$ cat src/rtl/hack_mem_demux.sv
// Write-side demultiplexer for the Hack data memory map: RAM16K pass-through,
// screen write FIFO with valid/ready drain, optional illegal-write monitor (HACK_MEMDEMUX_ERR_CAPTURE_EN).
module hack_mem_demux #(
  parameter int DATA_W     = 16,
  parameter int FIFO_DEPTH = 4
) (
  input  logic                          clk,
  input  logic                          reset,
  input  logic [DATA_W-1:0]             in,
  input  logic [14:0]                   address,
  input  logic                          load,
  output logic                          stall,
  output logic                          ram_load,
  output logic [13:0]                   ram_addr,
  output logic [DATA_W-1:0]             ram_in,
  output logic                          scr_valid,
  input  logic                          scr_ready,
  output logic [12:0]                   scr_addr,
  output logic [DATA_W-1:0]             scr_data,
  output logic [$clog2(FIFO_DEPTH):0]   fill,
  output logic                          err,
  output logic [14:0]                   err_addr
);

  localparam int PTR_W  = $clog2(FIFO_DEPTH);
  localparam int FILL_W = PTR_W + 1;
  localparam int ENT_W  = 13 + DATA_W;
  localparam logic [FILL_W-1:0] FILL_FULL = FILL_W'(FIFO_DEPTH);

  logic                 is_ram;
  logic                 is_scr;
  logic                 fifo_full;
  logic                 push;
  logic                 pop;

  logic [ENT_W-1:0]     mem_q [FIFO_DEPTH];
  logic [ENT_W-1:0]     mem_d [FIFO_DEPTH];
  logic [PTR_W-1:0]     wr_ptr_q, wr_ptr_d;
  logic [PTR_W-1:0]     rd_ptr_q, rd_ptr_d;
  logic [FILL_W-1:0]    fill_q, fill_d;

  // address[14]=0 is RAM; 10 is screen; 11 is keyboard/unmapped and read-only.
  assign is_ram    = ~address[14];
  assign is_scr    = (address[14:13] == 2'b10);
  assign fifo_full = (fill_q == FILL_FULL);

  assign ram_load  = load & is_ram;
  assign ram_addr  = address[13:0];
  assign ram_in    = in;

  // No pass-through of the pop slot: a full FIFO stalls even if it drains this cycle.
  assign stall     = load & is_scr & fifo_full;
  assign push      = load & is_scr & ~fifo_full & ~reset;
  assign pop       = scr_valid & scr_ready;

  assign scr_valid = (fill_q != '0);
  assign {scr_addr, scr_data} = mem_q[rd_ptr_q];
  assign fill      = fill_q;

  always_comb begin
    mem_d    = mem_q;
    wr_ptr_d = wr_ptr_q;
    rd_ptr_d = rd_ptr_q;
    fill_d   = fill_q;
    if (push) begin
      mem_d[wr_ptr_q] = {address[12:0], in};
      wr_ptr_d        = wr_ptr_q + PTR_W'(1);
    end
    if (pop) begin
      rd_ptr_d = rd_ptr_q + PTR_W'(1);
    end
    case ({push, pop})
      2'b10:   fill_d = fill_q + FILL_W'(1);
      2'b01:   fill_d = fill_q - FILL_W'(1);
      default: fill_d = fill_q;
    endcase
  end

  // Entry storage is not reset; it is only observable while scr_valid is high.
  always_ff @(posedge clk) begin
    mem_q <= mem_d;
  end

  always_ff @(posedge clk) begin
    if (reset) begin
      wr_ptr_q <= '0;
      rd_ptr_q <= '0;
      fill_q   <= '0;
    end else begin
      wr_ptr_q <= wr_ptr_d;
      rd_ptr_q <= rd_ptr_d;
      fill_q   <= fill_d;
    end
  end

`ifdef HACK_MEMDEMUX_ERR_CAPTURE_EN
  logic        ill_wr;
  logic        err_q, err_d;
  logic [14:0] err_addr_q, err_addr_d;

  assign ill_wr = load & (address[14:13] == 2'b11);

  // Sticky flag; the address is captured only on the first illegal write.
  always_comb begin
    err_d      = err_q | ill_wr;
    err_addr_d = err_addr_q;
    if (ill_wr && !err_q) begin
      err_addr_d = address;
    end
  end

  always_ff @(posedge clk) begin
    if (reset) begin
      err_q      <= 1'b0;
      err_addr_q <= '0;
    end else begin
      err_q      <= err_d;
      err_addr_q <= err_addr_d;
    end
  end

  assign err      = err_q;
  assign err_addr = err_addr_q;
`else
  assign err      = 1'b0;
  assign err_addr = '0;
`endif

endmodule

$ cat config.mk
export PLATFORM = sky130hd
export DESIGN_NAME = hack_mem_demux
export DESIGN_NICKNAME = d
export VERILOG_FILES = /design/src/rtl/hack_mem_demux.sv
export SDC_FILE = /design/constraint.sdc
export NUM_CORES = 1
export LEC_CHECK = 0
export BUFFER_PORTS_ARGS = -buffer_cell sky130_fd_sc_hd__buf_2
export CAP_MARGIN = 0
export CORE_UTILIZATION = 58
export DETAILED_ROUTE_END_ITERATION = 8
export GPL_TIMING_DRIVEN = 0
export PLACE_DENSITY = 0.9
export SYNTH_ARGS = -nofsm -noshare
export SYNTH_HDL_FRONTEND = slang
export SYNTH_SLANG_ARGS = --single-unit
$ cat constraint.sdc
create_clock -name clk -period 5.75 [get_ports clk]
set_clock_uncertainty 0.2 [all_clocks]
set_input_delay 0.2875 -clock clk [delete_from_list [all_inputs] [get_ports clk]]
set_output_delay 0.2875 -clock clk [all_outputs]
set_load 0.1 [all_outputs]
* After elaboration in Yosys (flattened, before gate mapping)
Cells that the tools add are included.
Word-level totals: bits in registers 123, bits in latches 0, memory bits (writable) 0, memory bits (read-only) 0, output and inout port bits 81, memories kept 0
Cells by class: add/subtract/negate cells 4, $mul 0, divide/modulo/power cells 0, magnitude comparators 3, eq/ne operators 4, shift-type cells 0, multiplexer cells 7, bitwise operators 11, reductions and logical operators 3
Operators with widths (count):
- $bwmux 116 | 1
- $mux 29 | 3
- $bmux 29 s2 | 1
- $demux 29 s2 | 1
- $and 1x1->1 | 6
- $ge 3x3->1 const B | 2
- $not 2->3 | 2
- $pmux 3 s2 | 1
- $add 2x1->2 const B | 2
- $eq 2x2->1 const B | 2
- $add 3x1->3 const B | 1
- $eq 3x3->1 const B | 1
- $lt 3x1->1 const B | 1
- $not 1->1 | 3
- $reduce_bool 3->1 | 1
- $sub 3x1->3 const B | 1
- $eq 2x1->1 const B | 1
- $reduce_bool 2->1 | 1
- $logic_and 1x1->1 | 1

* Longest topological paths before layout
Gate-level depths: netlist of run 1.
depth in word-level cells 6, gate-level depth with buffers 9, mapped depth without buffers 9

* Worst setup path after synthesis of run 1
OpenSTA, ideal clock, no wires.
path kind register to output, start point reg fill_q[2], in the netlist fill[2], end point out stall, arrival time 2.488 ns, data required time 5.263 ns, slack 2.775 ns, stages on the path, launching flop included 3, buffers on the path 0, path through dfxtp_1 -> nand2_1 -> nor2_1
Between the ends: cells in the longest elaborated chain, start to end 2
Ends and longest elaborated chain:
- start: declaration | line 40 | logic [FILL_W-1:0] fill_q, fill_d;
- start signal: assignment | line 92 | fill_q <= fill_d;
- $eq 3x3->1 | line 45 | assign fifo_full = (fill_q == FILL_FULL);
- $and 1x1->1 | line 52 | assign stall = load & is_scr & fifo_full;
- end: declaration | line 12 | output logic stall,
No other way between the ends.

* Worst setup path after layout of run 1
start point reg rd_ptr_q[1], end point out scr_data[7]
Between the ends: cells in the longest elaborated chain, start to end 4
Ends and longest elaborated chain:
- start: declaration | line 39 | logic [PTR_W-1:0] rd_ptr_q, rd_ptr_d;
- start signal: assignment | line 91 | rd_ptr_q <= rd_ptr_d;
- $not 2->3 (not written as such) | line 57 | assign {scr_addr, scr_data} = mem_q[rd_ptr_q];
- $bmux 29 s2 | line 57
- $mux 29 (not written as such) (2 in series) | line 57
- end: declaration | line 19 | output logic [DATA_W-1:0] scr_data,
No other way between the ends. The select of a mux whose other input is x is not followed.

==> impl_metrics.csv, run 1 <==
group,metric,value,unit
status,status,"finished, final reports clean",
layout,final_common_cell,"edfxtp_1",
logic_synthesis,synth-seq-cells,123,
grt,grt_pass1_vias,2827,
logic_synthesis,synth_cell_types,30,
sta,layout_min_cycle_time,2.67,ns
floorplanning,die-area,9020,sq um
pwr,vdd_ir_drop_max,0.281,mV
clock_network,cts_buffers,17,
layout,drive_above_1_share,0.504,
place,io_buffers,98,
place,place_congestion,0.673,
logic_synthesis,synth_ff_type,"edfxtp_1",
logic_synthesis,syn_inst,251,
sta,grt_setup_unrepaired,"no",
sta,worst_pin_slew,0.821,ns
logic_synthesis,synth_area,5010,sq um
floorplanning,design.portCount,116,
logic_synthesis,synth_top_family_by_area,"multiplexers",
pwr,p_leak,2.50,nW
grt,gr-total-overflow,0,
worst_setup_path,worstPathMaxFanout,10,
sta,drv_slew,0,
floorplanning,core_area,8300,sq um
logic_synthesis,yosysWarnings,0,
clock_network,clock-sinks,123,
grt,antenna_found_initial,0,
logic_synthesis,synth.area.top_cells,"edfxtp_1 69%, mux4_2 13%, buf_4 6.9%",
sta,min_period_over_period,0.465,
job,maxCapViolations,0,
hold_path,min_path_type,"primary input to flop",
worst_setup_path,arrival,2.19,ns
sta,timing.final.ws_setup,3.08,ns
clock_network,clkTransAtPathRegs,0.06,ns
layout,antenna_cells,0,
routing,vias,2765,
logic_synthesis,yosysTopAreaCell,"edfxtp_1",
routing,postRouteWirelength,9.31,mm
grt,grt_max_degree,30,
grt,grt_usage,0.232,
sta,finalSetupTns,0,ns
logic_synthesis,async_flop_share,0,
clock_network,postCtsSetupBuffers,0,
grt,grt_pass1_wl,14.5,mm
sta,maxSlewHeadroom,0.453,
worst_setup_path,cp-start-kind,"flop",
floorplanning,die-height,95.0,um
clock_network,ctsHoldBuffers,31,
place,preCtsSetupSlack,3.45,ns
worst_setup_path,crit_required,5.26,ns
clock_network,cts_tree,"done",
routing,ant_nets,0,
floorplanning,start_util,0.604,
routing,dr.first_iter.drc_count,111,
sta,setup_violations,0,
floorplanning,std_cell_rows,33,
logic_synthesis,synth_fa_ha_area_frac,0.0165,
logic_synthesis,postSynthAreaPerCell,20.0,sq um
logic_synthesis,muxShareOfSynthArea,0.135,
clock_network,cts_resized,0,
layout,area_delta_synth_final,32.1,%
routing,wl_per_cell,17.5,um
sta,hold_viol,0,
routing,dr.pass1.iters,4,
worst_setup_path,worstSetupPathType,"flop to output pin",
routing,drcViolationCount,0,
layout,mostFrequentLayoutCells,"116 x edfxtp_1, 100 x buf_2, 46 x buf_4",
clock_network,insertion_delay,0.51,ns
sta,fmax,0.374,GHz
logic_synthesis,synth_edf_count,116,
clock_network,ctsRootBufferMaster,"clkbuf_8",
logic_synthesis,seq_area_frac_synth,0.723,
pwr,powerDensity,384,nW/um^2
clock_network,cts_buffer_depth,2,
logic_synthesis,yosys.area_share.simple,0.0217,
logic_synthesis,synthXorXnorAreaFrac,0.00699,
logic_synthesis,synth_compound_area_frac,0.0122,
worst_setup_path,crit_path_end_kind,"output pin",
clock_network,htreeDepth,4,
layout,nets,455,
place,hpwlAfterDp,5.18,mm
routing,via_per_inst,5.20,
floorplanning,die_x,95.0,um
logic_synthesis,synth_top_cell_area_share,0.695,
layout make-up:
| cell class | count | area (sq um) |
|---|---|---|
| buffer | 53 | 397 |
| clock buffer | 17 | 414 |
| clock inverter | 15 | 199 |
| fill | 429 | 1680 |
| inverter | 6 | 22.5 |
| multi-input combinational | 84 | 1030 |
| sequential | 123 | 3620 |
| tap | 105 | 131 |
| timing repair buffer | 129 | 801 |
path summary, 6_finish.rpt:
check                                 from                       end  slack [ns]  cells after the start
setup reg to reg      fill[2]$_SDFFE_PP0P_      fill[2]$_SDFFE_PP0P_        3.44                      7
setup / recovery  rd_ptr_q[1]$_SDFFE_PP0P_               scr_data[7]        3.08                      3
hold / removal                        load  wr_ptr_q[1]$_SDFFE_PP0P_        0.13                      4
hold reg to reg   wr_ptr_q[1]$_SDFFE_PP0P_  wr_ptr_q[1]$_SDFFE_PP0P_        0.33                      2
state kept, by name, summed over array words and instances (netlist names):
signal    flops
rd_ptr_q      2
wr_ptr_q      2
fill          3
mem_q       116
cell usage after synthesis (all sizes together) (2+ instances only):
master and instances:
a21oi 3, and2 4, buf 51, clkbuf 2, dfxtp 7, edfxtp 116, ha 5, inv 6
mux4 29, nand2b 2, nor2 9, or3 2, xor2 3
worst max-delay path: stages, from the launching register on:
cell	delay, ns
dfxtp_1	0.33
clkbuf_1	0.54
mux4_2	0.37
buf_2	0.43
through the flow:
stage                util  cells  total power [W]  cell area [sq um]  hold WS (ns)
floorplan               -    266          0.00140               5070         0.186
global placement    0.686    469          0.00146               5690         0.300
detailed placement  0.686    469          0.00146               5700         0.320
CTS                 0.798    532          0.00255               6620        0.0932
global route        0.798    532          0.00262               6620         0.135
finish              0.798    532          0.00254               6620         0.126
where the power goes:
| part | leakage [nW] | internal, W | switching [W] |
|---|---|---|---|
| Sequential | 1.10 | 0.000988 | 0.00000784 |
| Clock | 0.288 | 0.000702 | 0.000378 |
| Combinational | 1.11 | 0.000110 | 0.000357 |
cells by family after synthesis:
group / Yosys count
flops: 123
simple gates: 20
xor+xnor: 4
compound gates: 7
other cells: 1
fa+ha+maj: 6
buf+inv: 59
mux: 31
metal layers:
metal,wire length (um),GRT usage,vias up
met3,584,0.0749,11
met1,3530,0.262,1377
met4,120,0.0783,0
met5,0,0,-
met2,5080,0.415,130
li1,-,-,1247
No activity file was read; power rests on OpenSTA's default activity.
==> run 2, diff against run 1 <==
- CORE_UTILIZATION: 58 -> 53
- PLACE_DENSITY: 0.9 -> 0.84
- clock period: 5.75 -> 2.8 ns (I/O delays scaled with it)
==> run 2 against run 1 <==
Effect of this change:
- global-route usage decreased by 4.3 points
- largest power group is now registers
- count of clock-buffer cells in the layout is the same
- critical endpoint is now scr_data[1]
- largest cell class unchanged
- power grew 94%
- die area grew 9.2%
- critical path type unchanged
==> impl_metrics.csv, run 2 (synthesized netlist as in run 1, its figures left out) <==
group,metric,value,unit
clock_network,cts_buffer_depth,2,
worst_setup_path,worstPathCellList,"clkbuf_1, mux4_2, buf_2",
clock_network,insertion_delay,0.49,ns
place,io_buffers,98,
worst_setup_path,r2r_slack,0.48,ns
layout,finalNonFillerCells,539,
sta,layout_min_cycle_time,2.48,ns
hold_path,min_path_type,"primary input to flop",
grt,grt_pass1_wl,13.4,mm
pwr,seqPwrFrac,0.415,
pwr,power_switching_share,0.293,
layout,multi_input_area,1030,sq um
routing,wl_per_cell,15.9,um
clock_network,clkTransAtPathRegs,0.05,ns
pwr,clock_power_share,0.390,
place,place_congestion,0.640,
layout,area_delta_synth_final,31.1,%
layout,drive_above_1_share,0.486,
worst_setup_path,r2r-end,"fill[2]$_SDFFE_PP0P_",
clock_network,htreeDepth,4,
layout,regMostFlops,"mem_q",
clock_network,cts_tree,"done",
layout,final_common_cell,"edfxtp_1",
sta,finalSetupTns,0,ns
layout,seq_area,3620,sq um
routing,via_per_inst,5.00,
floorplanning,die-area,9850,sq um
routing,dr.pass1.iters,4,
sta,drv_slew,0,
worst_setup_path,worstPathMaxFanout,10,
layout,antenna_cells,0,
worst_setup_path,cp_slowest_cell,"clkbuf_1",
clock_network,clock-sinks,123,
worst_setup_path,crit_path_start,"rd_ptr_q[1]$_SDFFE_PP0P_",
floorplanning,die_x,99.3,um
layout,mostFrequentLayoutCells,"116 x edfxtp_1, 100 x buf_2, 46 x buf_4",
floorplanning,design.portCount,116,
worst_setup_path,r2r-start,"fill[2]$_SDFFE_PP0P_",
sta,min_period_over_period,0.887,
layout,nets,458,
worst_setup_path,endpoint,"scr_data[1]",
pwr,p_leak,2.47,nW
clock_network,cts_resized,0,
routing,dr.first_iter.drc_count,76,
pwr,power,0.00493,W
job,maxCapViolations,0,
sta,worst_pin_slew,0.804,ns
clock_network,ctsHoldBuffers,34,
floorplanning,std_cell_rows,35,
pwr,vdd_ir_drop_max,0.464,mV
place,hpwlAfterDp,5.04,mm
floorplanning,core_area,9200,sq um
place,placed_cells,475,
sta,fmax,0.403,GHz
routing,postRouteWirelength,8.59,mm
floorplanning,start_util,0.545,
worst_setup_path,worstSetupPathType,"flop to output pin",
floorplanning,die-height,99.3,um
pwr,p_switching,0.00144,W
layout,fill_cells,579,
routing,vias,2697,
clock_network,ctsRootBufferMaster,"clkbuf_8",
worst_setup_path,crit_required,2.46,ns
sta,maxSlewHeadroom,0.464,
layout,largest_reg_flops,116,
grt,grt_max_degree,30,
sta,grt_setup_unrepaired,"no",
grt,grt_pass1_vias,2757,
worst_setup_path,r2r_cells,7,
sta,hold_viol,0,
sta,setup_violations,0,
status,status,"finished, final reports clean",
routing,ant_nets,0,
pwr,p_comb_frac,0.195,
clock_network,cts_buffers,17,
worst_setup_path,worst_path_largest_cell_delay,0.55,ns
pwr,intPower,0.00348,W
grt,gr-total-overflow,0,
worst_setup_path,cp-start-kind,"flop",
worst_setup_path,arrival,2.14,ns
grt,grt_usage,0.189,
pwr,powerDensity,750,nW/um^2
routing,drcViolationCount,0,
grt,antenna_found_initial,0,
clock_network,postCtsSetupBuffers,0,
worst_setup_path,crit_path_end_kind,"output pin",
-- run 2: worst min path at each step --
stage | startpoint | endpoint | cells after the start
finish | in[7] | mem_q[94]$_DFFE_PP_ | 2
global route | in[10] | mem_q[39]$_DFFE_PP_ | 2
CTS | in[11] | mem_q[40]$_DFFE_PP_ | 2
detailed placement | in[5] | mem_q[63]$_DFFE_PP_ | 1
global placement | address[0] | mem_q[45]$_DFFE_PP_ | 1
floorplan | in[0] | mem_q[0]$_DFFE_PP_ | 0
-- run 2: power groups by stage --
stage          Sequential [W]  Combinational, W  Clock (W)
2_1_floorplan         0.00211          0.000771          0
3_3_place_gp          0.00208          0.000912          0
3_5_place_dp          0.00208          0.000924          0
4_1_cts               0.00205          0.000961    0.00195
5_1_grt               0.00205          0.000994    0.00202
6_report              0.00205          0.000960    0.00192
-- run 2: worst max-delay path: cells and delay by family (launching register included) --
family	cells	cell delay, ns
DFF	1	0.33
buffers and inverters	2	0.98
muxes	1	0.35
-- run 2: stage by stage --
stage           util  cell area [sq um]  worst slack [ns]  hold WS (ns)
3_5_place_dp   0.621               5710             0.510         0.173
4_1_cts        0.715               6570             0.296         0.195
2_1_floorplan      -               5070          0.000642        0.0389
6_report       0.715               6570             0.316         0.208
3_3_place_gp   0.620               5700             0.154         0.166
5_1_grt        0.715               6570             0.240         0.206
-- run 2: cell type report --
class,count,area share
well taps,111,0.0211
repair buffers,132,0.126
inverters,6,0.00343
plain buffers,53,0.0604
flip-flops and latches,123,0.552
multi-input cells,84,0.157
clock inverters,13,0.0168
clock buffers,17,0.0630
-- run 2: layer usage --
layer,track usage,part of all wire,up-vias
li1,-,-,1251
met1,0.208,0.39,1333
met2,0.348,0.55,98
met3,0.0415,0.045,15
met4,0.0894,0.017,0
met5,0,0,-
